$ cat config.mk
export PLATFORM = sky130hd
export DESIGN_NAME = ex_unit_mc
export DESIGN_NICKNAME = d
export VERILOG_FILES = /design/src/rtl/ex_unit_mc.sv
export SDC_FILE = /design/constraint.sdc
export NUM_CORES = 2
export LEC_CHECK = 0
export CELL_PAD_IN_SITES_DETAIL_PLACEMENT = 1
export CELL_PAD_IN_SITES_GLOBAL_PLACEMENT = 2
export CORE_ASPECT_RATIO = 0.5
export CORE_MARGIN = 2
export CORE_UTILIZATION = 40
export DETAILED_ROUTE_END_ITERATION = 7
export DONT_BUFFER_PORTS = 1
export PLACE_DENSITY_LB_ADDON = 0.1
export SKIP_CTS_REPAIR_TIMING = 1
export SLEW_MARGIN = 10
export SYNTH_ARGS = -nofsm -noshare
export SYNTH_HDL_FRONTEND = slang
export SYNTH_SLANG_ARGS = --single-unit
$ cat constraint.sdc
create_clock -name clk -period 5.4 [get_ports clk]
set_clock_uncertainty 0.05 [all_clocks]
set_input_delay 0.81 -clock clk [delete_from_list [all_inputs] [get_ports clk]]
set_output_delay 0.81 -clock clk [all_outputs]
set_load 0.01 [all_outputs]
$ cat src/rtl/ex_unit_mc.sv
// Multi-cycle execute stage: single-cycle ALU/branch resolution plus an
// iterative shift-add multiplier and restoring divider behind valid/ready.
module ex_unit_mc #(
  parameter int XLEN      = 32,
  parameter int IMM_SHIFT = 1,
  parameter bit MULDIV_EN = 1'b1
) (
  input  logic            clk,
  input  logic            rst_cpu_n,
  input  logic            kill,
  input  logic            in_valid,
  output logic            in_ready,
  input  logic [XLEN-1:0] pc,
  input  logic [XLEN-1:0] rs1,
  input  logic [XLEN-1:0] rs2,
  input  logic [XLEN-1:0] imm,
  input  logic            rs2_sel,
  input  logic [3:0]      alu_op,
  input  logic [3:0]      br_type,
  output logic            out_valid,
  input  logic            out_ready,
  output logic [XLEN-1:0] out_res,
  output logic [XLEN-1:0] out_target,
  output logic            out_flush,
  output logic            out_pc_sel,
  output logic            out_npc_sel,
  output logic            busy
);

  localparam int CW = $clog2(XLEN);
  localparam logic [XLEN-1:0] MIN_VAL = {1'b1, {(XLEN-1){1'b0}}};

  typedef enum logic [1:0] {S_IDLE, S_BUSY, S_FIX} state_t;

  state_t          state;
  logic [CW-1:0]   count;
  logic [3:0]      op_q;
  logic            neg_q, neg_r, spec_q;
  logic [XLEN-1:0] acc_hi, acc_lo, b_q;

  logic [XLEN-1:0] op2, alu_res, target, link, fix_res;
  logic [XLEN-1:0] a_abs, b_abs, spec_val;
  logic [CW-1:0]   shamt;
  logic            is_md, sgn, a_neg, b_neg, div0, ovf;
  logic            br_eq, br_lt, br_ltu, taken, is_jalr;
  logic [XLEN:0]   mul_sum, div_rs, div_trial;

  assign in_ready = (state == S_IDLE) & ~kill & (~out_valid | out_ready);
  assign busy     = (state != S_IDLE);

  assign op2   = rs2_sel ? imm : rs2;
  assign shamt = op2[CW-1:0];
  assign is_md = (alu_op >= 4'd10);

  always_comb begin
    alu_res = '0;
    case (alu_op)
      4'd0: alu_res = rs1 + op2;
      4'd1: alu_res = rs1 - op2;
      4'd2: alu_res = rs1 & op2;
      4'd3: alu_res = rs1 | op2;
      4'd4: alu_res = rs1 ^ op2;
      4'd5: alu_res = rs1 << shamt;
      4'd6: alu_res = rs1 >> shamt;
      4'd7: alu_res = $signed(rs1) >>> shamt;
      4'd8: alu_res = {{(XLEN-1){1'b0}}, $signed(rs1) < $signed(op2)};
      4'd9: alu_res = {{(XLEN-1){1'b0}}, rs1 < op2};
      default: alu_res = '0;
    endcase
  end

  // Branch compare is always register-to-register, independent of rs2_sel.
  assign br_eq   = (rs1 == rs2);
  assign br_lt   = $signed(rs1) < $signed(rs2);
  assign br_ltu  = rs1 < rs2;
  assign is_jalr = (br_type == 4'd6);
  assign link    = pc + XLEN'(4);
  assign target  = is_jalr ? ((rs1 + imm) & ~XLEN'(1)) : (pc + (imm << IMM_SHIFT));

  always_comb begin
    taken = 1'b0;
    case (br_type)
      4'd1: taken = br_eq;
      4'd2: taken = ~br_eq;
      4'd3: taken = ~br_lt;
      4'd4: taken = br_lt;
      4'd5: taken = 1'b1;
      4'd7: taken = br_ltu;
      4'd8: taken = ~br_ltu;
      default: taken = 1'b0;
    endcase
  end

  // Even ops (mul, div, rem) are signed; odd ops are unsigned.
  assign sgn      = ~alu_op[0];
  assign a_neg    = sgn & rs1[XLEN-1];
  assign b_neg    = sgn & op2[XLEN-1];
  assign a_abs    = a_neg ? -rs1 : rs1;
  assign b_abs    = b_neg ? -op2 : op2;
  assign div0     = alu_op[2] & (op2 == '0);
  assign ovf      = alu_op[2] & sgn & (rs1 == MIN_VAL) & (op2 == '1);
  assign spec_val = div0 ? (alu_op[1] ? rs1 : '1) : (alu_op[1] ? '0 : MIN_VAL);

  assign mul_sum   = {1'b0, acc_hi} + (acc_lo[0] ? {1'b0, b_q} : '0);
  assign div_rs    = {acc_hi, acc_lo[XLEN-1]};
  assign div_trial = div_rs - {1'b0, b_q};

  always_comb begin
    fix_res = acc_lo;
    if (!spec_q) begin
      case (op_q)
        4'd10:   fix_res = neg_q ? -acc_lo : acc_lo;
        4'd11:   fix_res = acc_hi;
        4'd12:   fix_res = neg_q ? -acc_lo : acc_lo;
        4'd13:   fix_res = acc_lo;
        4'd14:   fix_res = neg_r ? -acc_hi : acc_hi;
        4'd15:   fix_res = acc_hi;
        default: fix_res = acc_lo;
      endcase
    end
  end

  always_ff @(posedge clk or negedge rst_cpu_n) begin
    if (!rst_cpu_n) begin
      state       <= S_IDLE;
      count       <= '0;
      op_q        <= '0;
      neg_q       <= 1'b0;
      neg_r       <= 1'b0;
      spec_q      <= 1'b0;
      acc_hi      <= '0;
      acc_lo      <= '0;
      b_q         <= '0;
      out_valid   <= 1'b0;
      out_res     <= '0;
      out_target  <= '0;
      out_flush   <= 1'b0;
      out_pc_sel  <= 1'b0;
      out_npc_sel <= 1'b0;
    end else if (kill) begin
      state       <= S_IDLE;
      out_valid   <= 1'b0;
      out_res     <= '0;
      out_target  <= '0;
      out_flush   <= 1'b0;
      out_pc_sel  <= 1'b0;
      out_npc_sel <= 1'b0;
    end else begin
      // Drain a consumed result; a new result written below takes precedence.
      if (out_ready) begin
        out_valid   <= 1'b0;
        out_res     <= '0;
        out_target  <= '0;
        out_flush   <= 1'b0;
        out_pc_sel  <= 1'b0;
        out_npc_sel <= 1'b0;
      end
      case (state)
        S_IDLE: begin
          if (in_valid && in_ready) begin
            if (MULDIV_EN && is_md) begin
              op_q   <= alu_op;
              neg_q  <= a_neg ^ b_neg;
              neg_r  <= a_neg;
              spec_q <= div0 | ovf;
              acc_hi <= '0;
              acc_lo <= (div0 | ovf) ? spec_val : a_abs;
              b_q    <= b_abs;
              count  <= CW'(XLEN - 1);
              state  <= (div0 | ovf) ? S_FIX : S_BUSY;
            end else begin
              out_valid   <= 1'b1;
              out_res     <= (br_type == 4'd5 || is_jalr) ? link : alu_res;
              out_target  <= target;
              out_flush   <= taken | is_jalr;
              out_pc_sel  <= is_jalr;
              out_npc_sel <= taken;
            end
          end
        end
        S_BUSY: begin
          if (!op_q[2]) begin
            {acc_hi, acc_lo} <= {mul_sum, acc_lo[XLEN-1:1]};
          end else if (!div_trial[XLEN]) begin
            acc_hi <= div_trial[XLEN-1:0];
            acc_lo <= {acc_lo[XLEN-2:0], 1'b1};
          end else begin
            acc_hi <= div_rs[XLEN-1:0];
            acc_lo <= {acc_lo[XLEN-2:0], 1'b0};
          end
          if (count == '0) state <= S_FIX;
          else             count <= count - 1'b1;
        end
        S_FIX: begin
          // Hold the finished result until the previous one has been taken.
          if (!out_valid || out_ready) begin
            out_valid   <= 1'b1;
            out_res     <= fix_res;
            out_target  <= '0;
            out_flush   <= 1'b0;
            out_pc_sel  <= 1'b0;
            out_npc_sel <= 1'b0;
            state       <= S_IDLE;
          end
        end
        default: state <= S_IDLE;
      endcase
    end
  end

endmodule

Yosys cells after proc, flatten, opt, wreduce, memory -nomap -nowiden

Cells that the tools add are included.

Output and inout port bits: 70
Logic and storage cells: 179
Bits in registers: 178
Input bits: 142

Shifts and indexed selects: 3
Mux-type cells: 73
Reductions and logical operators: 16
Equality and inequality tests: 34
Bitwise gates (word level): 21
Add/subtract/negate cells: 12
Order comparisons: 5

Operators by type and width:

| kind                  | count |
|---|---|
| $mux 32               | 30 |
| $pmux 32 s10          | 1 |
| $pmux 32 s2           | 4 |
| $lt 32x32->1          | 4 |
| $neg 32->32           | 4 |
| $add 32x32->32        | 3 |
| $pmux 32 s3           | 1 |
| $eq 32x32->1 const B  | 2 |
| $add 32x32->33        | 1 |
| $sub 33x32->33        | 1 |
| $add 32x3->32 const B | 1 |
| $and 32x32->32        | 1 |
| $eq 32x32->1          | 1 |
| $eq 4x3->1 const B    | 8 |
| $eq 4x4->1 const B    | 8 |
| $logic_not 32->1      | 1 |
| $or 32x32->32         | 1 |
| $shl 32x5->32         | 1 |
| $shr 32x5->32         | 1 |
| $sshr 32x5->32        | 1 |
| $sub 32x32->32        | 1 |
| $xor 32x32->32        | 1 |
| $mux 1                | 21 |
| $eq 4x2->1 const B    | 4 |
| 29 further kinds      | 62 |

Logic depth before layout (Yosys ltp)

Depth after elaboration: 10
Mapped depth: 19
Gate-level depth less buffers: 15

Least setup slack after synthesis

Ideal clock, no wire load.

Path type: input -> register
Start point: input rs2_sel
End point: register out_res[26]
Data arrival time: 4936 ps
Data required time: 5230 ps
Buffers on the path: 7
Cell stages on the path: 19
Slack: 294 ps
Setup time: 120 ps
Path through: buf_2 > buf_6 > mux2i_1 > buf_2 > buf_2 > buf_1 > clkbuf_1 > ha_1 > buf_2 > a211oi_1 > o21bai_1 > o41ai_2 > o21ai_0 > o31ai_1 > o21ai_0 > o21ai_0 > xnor2_1 > a211oi_1 > and3b_1

Longest elaborated chain between the ends: 8
Elaborated cells between the ends (all ways): 15
Classes of those cells: add/sub (2); shift (3); mux (7); bitwise (3)

Ends and longest elaborated chain:

| item                                         | RTL line | text |
|---|---|---|
| from (decl)                                  | 17       | `input logic rs2_sel,` |
| $mux 32 (*)                                  | 51       | `assign op2 = rs2_sel ? imm : rs2;` |
| $sub 32x32->32, or another cell as far along | 59       | `4'd1: alu_res = rs1 - op2;` |
| $pmux 32 s10 (*)                             | 57       | `case (alu_op)` |
| $mux 32 (*)                                  | 173      | `out_res <= (br_type == 4'd5 \|\| is_jalr) ? link : alu_res;` |
| $mux 32 (*)                                  | 161      | `if (MULDIV_EN && is_md) begin` |
| $mux 32 (*)                                  | 160      | `if (in_valid && in_ready) begin` |
| $pmux 32 s2 (*)                              | 158      | `case (state)` |
| $mux 32 (*)                                  | 140      | `end else if (kill) begin` |
| to (signal assigned)                         | 173      |  |
| to (signal assigned)                         | 198      | `out_res <= fix_res;` |
| to (decl)                                    | 22       | `output logic [XLEN-1:0] out_res,` |

Mark *: on every way between the ends. The rest lies on a longest branch, timed or not.
A chain may end at the register's enable or synchronous reset.

Worst setup path after layout

Start point: register state[1]
End point: register out_res[14]

Longest elaborated chain between the ends: 7
Elaborated cells between the ends (all ways): 8
Classes of those cells: eq/ne (1); mux (3); bitwise (2); reduce/logical (2)

Ends and longest elaborated chain:

| item                      | RTL line | text |
|---|---|---|
| from (decl)               | 35       | `state_t state;` |
| from (signal assigned)    | 170      | `state <= (div0 \| ovf) ? S_FIX : S_BUSY;` |
| $logic_not 2->1           | 48, 158  |  |
| $and 1x1->1 (2 in series) | 48       | `assign in_ready = (state == S_IDLE) & ~kill & (~out_valid \| out_ready);` |
| $logic_and 1x1->1         | 160      |  |
| $mux 32                   | 160      |  |
| $pmux 32 s2 (*)           | 158      |  |
| $mux 32 (*)               | 140      |  |

Marked as above.

==> metrics.yaml <==
cp-start-kind: "register"
seqCellArea_um2: 4457
p_int_w: 0.004987
dieArea_um2: 77380
r2r-start: "state[1]$_DFFE_PN0P_"
endpoint_kind: "register"
synth_top_area_share_pct: 14.84
synth_area_um2: 30020
ys_warn_count: 0
fmax_ghz: 0.2132
cp_cell_sequence: "nor2_2 > inv_1 > nor4b_1 > nand2_2 > a21oi_1 > a211oi_1 > nor3_1 > o221ai_1 > a31oi_1"
yosysSeqAreaShare_pct: 14.84
antenna_found_initial: 8
ys_ff_latch: 178
timing_max_transition_violations_final: 0
synthFlopType: "dfrtp_1"
clk_path_buf_depth: 2
io_buffers: 0
nets: 4510
peakVddDrop_uv: 225.7
ant_nets: 0
clockRootBuffer: "clkbuf_16"
netSwitchingPower_w: 0.005745
tightest_slew_ns: 1.345
std_cell_rows: 70
grt_pass1_vias: 34680
critical_path_buf_inv_count: 1
initialDrtViolationCount: 3941
clkTransAtPathRegs_ns: 0.09
crit_slowest_cell: "nor3_1"
chipWidth_um: 391.4
sw_frac_of_total_pct: 53.53
power_density_nw_per_um2: 336.1
p_leak_nw: 13.49
critPathKind: "reg -> reg"
via_count: 35420
rsz0062_at_grt: "false"
htreeDepth: 4
wl_per_cell_um: 33.48
syn_avg_cell_area_um2: 7.089
r2r_end: "out_res[14]$_DFF_PN0_"
r2r_slack_ns: 0.71
vias_per_cell: 6.914
ios: 212
dp.cells: 5085
setup_viol: 0
combPwrFrac_pct: 64.8
multi_input_area_um2: 23670
path_delay_family: "simple AND/OR/NAND/NOR gates"
firstDrtPassIters: 6
grt_pass1_wl_um: 246000
clk_latency_ns: 0.53
start_util_pct: 40.75
cts_made_buffers: 17
synthArstFlopShare_pct: 100.0
fillers: 9327
dp.final_hpwl_um: 133500
cp.depth: 9
critPathMaxFanout: 19
worst_r2r_path_depth: 9
synth_area_leaders: "dfrtp_1, ha_1, a21oi_1, o21ai_0, nand2_1"
core_area_um2: 73660
grt.total_usage_pct: 43.31
tns_ns: 0
grt_max_degree: 179
synth_fp_nets: 4646
syn_inst: 4234
worstPathRequired_ns: 5.79
clock_sinks: 178
period_share_pct: 86.86
cts_tree: "built"
finalHoldViolations: 0
synth.distinct_cells: 98
area_growth_pct: 6.390
crit_arrival_ns: 5.08
drive_gt1_share_pct: 7.054
clockPowerShare_pct: 13.9
power_frac_seq_pct: 21.2
status: "finished clean"
critPathMaxStageDelay_ns: 0.74
hold_path.class: "in -> async"
synth-edff-count: 0
synth_top_area_cell: "dfrtp_1"
drc: 0
grt-ovfl-total: 0
gp_congestion: 1.039
min_period_ns: 4.691
maxSlewHeadroom_pct: 8.021
max_cap_violations: 0
chipHeight_um: 197.7
final_cells: 5123
wl_um: 171500
-- synthesized netlist by cell type, types with 45 or more instances --
master	n
a21oi_1	463
xnor2_1	124
clkbuf_1	215
a31oi_1	62
nand4_1	45
dfrtp_1	178
mux2i_1	119
o21ai_0	358
a21o_1	84
nand2_1	420
xor2_1	78
o31ai_1	48
o211ai_1	65
ha_1	264
a22oi_1	51
inv_1	209
a211oi_1	72
nand3_1	88
nor3_1	120
nor2_1	383
-- kinds of logic (layout without fill, tap and decap cells) --
kind of cell / Yosys count / after routing / share of synthesized area (%)
flops: 178 / 178 / 14.84
mux: 166 / 166 / 6.986
buf+inv: 509 / 386 / 6.682
xor+xnor: 202 / 202 / 5.894
fa+ha+maj: 270 / 270 / 11.40
compound gates: 1582 / 1582 / 33.51
simple gates: 1327 / 1327 / 20.69
other cells: 0 / 4 / 0
-- layout make-up --
type | count | area share (%)
Inverter | 214 | 2.515
Clock buffer | 18 | 1.375
Clock inverter | 14 | 0.5916
Sequential cell | 178 | 13.96
Antenna cell | 4 | 0.03134
Timing Repair Buffer | 140 | 3.456
Multi-Input combinational cell | 3547 | 74.13
Tap cell | 1008 | 3.949
-- registers in the layout (all words and copies together), names as in the netlist --
register	cells
acc_hi	32
acc_lo	32
b_q	32
out_res	32
out_target	32
count	5
op_q	4
state	2
neg_q	1
neg_r	1
out_flush	1
out_npc_sel	1
out_pc_sel	1
out_valid	1
spec_q	1
-- worst max path at each step --
| stage | to | slack, ns | start |
|---|---|---|---|
| 6_report | out_res[14]$_DFF_PN0_ | 0.71 | state[1]$_DFFE_PN0P_ |
| 5_1_grt | out_res[14]$_DFF_PN0_ | 0.53 | state[1]$_DFFE_PN0P_ |
| 3_5_place_dp | out_res[26]$_DFF_PN0_ | 0.51 | rs2_sel |
| 4_1_cts | acc_hi[31]$_DFFE_PN0P_ | 0.74 | acc_lo[31]$_DFFE_PN0P_ |
| 2_1_floorplan | out_res[26]$_DFF_PN0_ | 0.29 | rs2_sel |
| 3_3_place_gp | out_res[26]$_DFF_PN0_ | 0.51 | rs2_sel |
-- power by group through the flow --
stage	logic, W	clock network (W)	registers, W
after floorplan	0.00499	0	0.00197
after global placement	0.00654	0	0.00227
after detailed placement	0.00668	0	0.00229
after CTS	0.00674	0.00150	0.00226
after global routing	0.00753	0.00153	0.00234
final	0.00696	0.00150	0.00228
-- metrics by stage --
| step | hold WS, ns | area [um^2] | util, % | setup slack (ns) | total power, W |
|---|---|---|---|---|---|
| final | 0.1205 | 31930 | 43.35 | 0.7094 | 0.01073 |
| after global routing | 0.1490 | 31920 | 43.34 | 0.5293 | 0.01141 |
| after CTS | -0.09615 | 31870 | 43.27 | 0.7429 | 0.01049 |
| after detailed placement | 0.4207 | 31240 | 42.41 | 0.5139 | 0.008965 |
| after global placement | 0.4106 | 31240 | 42.41 | 0.5070 | 0.008803 |
| after floorplan | 0.3998 | 30020 | - | 0.2942 | 0.006955 |
-- routing by layer --
| metal | GRT usage (%) | wire [um] | vias to the layer above |
|---|---|---|---|
| li1 | - | - | 15420 |
| met1 | 58.34 | 74150 | 17740 |
| met3 | 17.75 | 22580 | 342 |
| met2 | 61.68 | 68360 | 1916 |
| met5 | 1.379 | 186 | - |
| met4 | 14.89 | 6246 | 8 |
-- cell usage in the layout (no fill, tap or decap), drive strengths merged, types with 39 or more instances in the layout --
master  instances
o21a           44
dfrtp         178
a221oi         40
buf           140
a22oi          51
o31ai          48
ha            264
a21o           86
nand2         420
o21ai         373
a31oi          62
nor3          121
xor2           78
xnor2         124
nor2          385
o211ai         65
a21oi         463
nand3          88
inv           219
nand4          45
nor4           39
mux2i         121
a211oi         72
No activity file was read; power rests on OpenSTA's default activity.
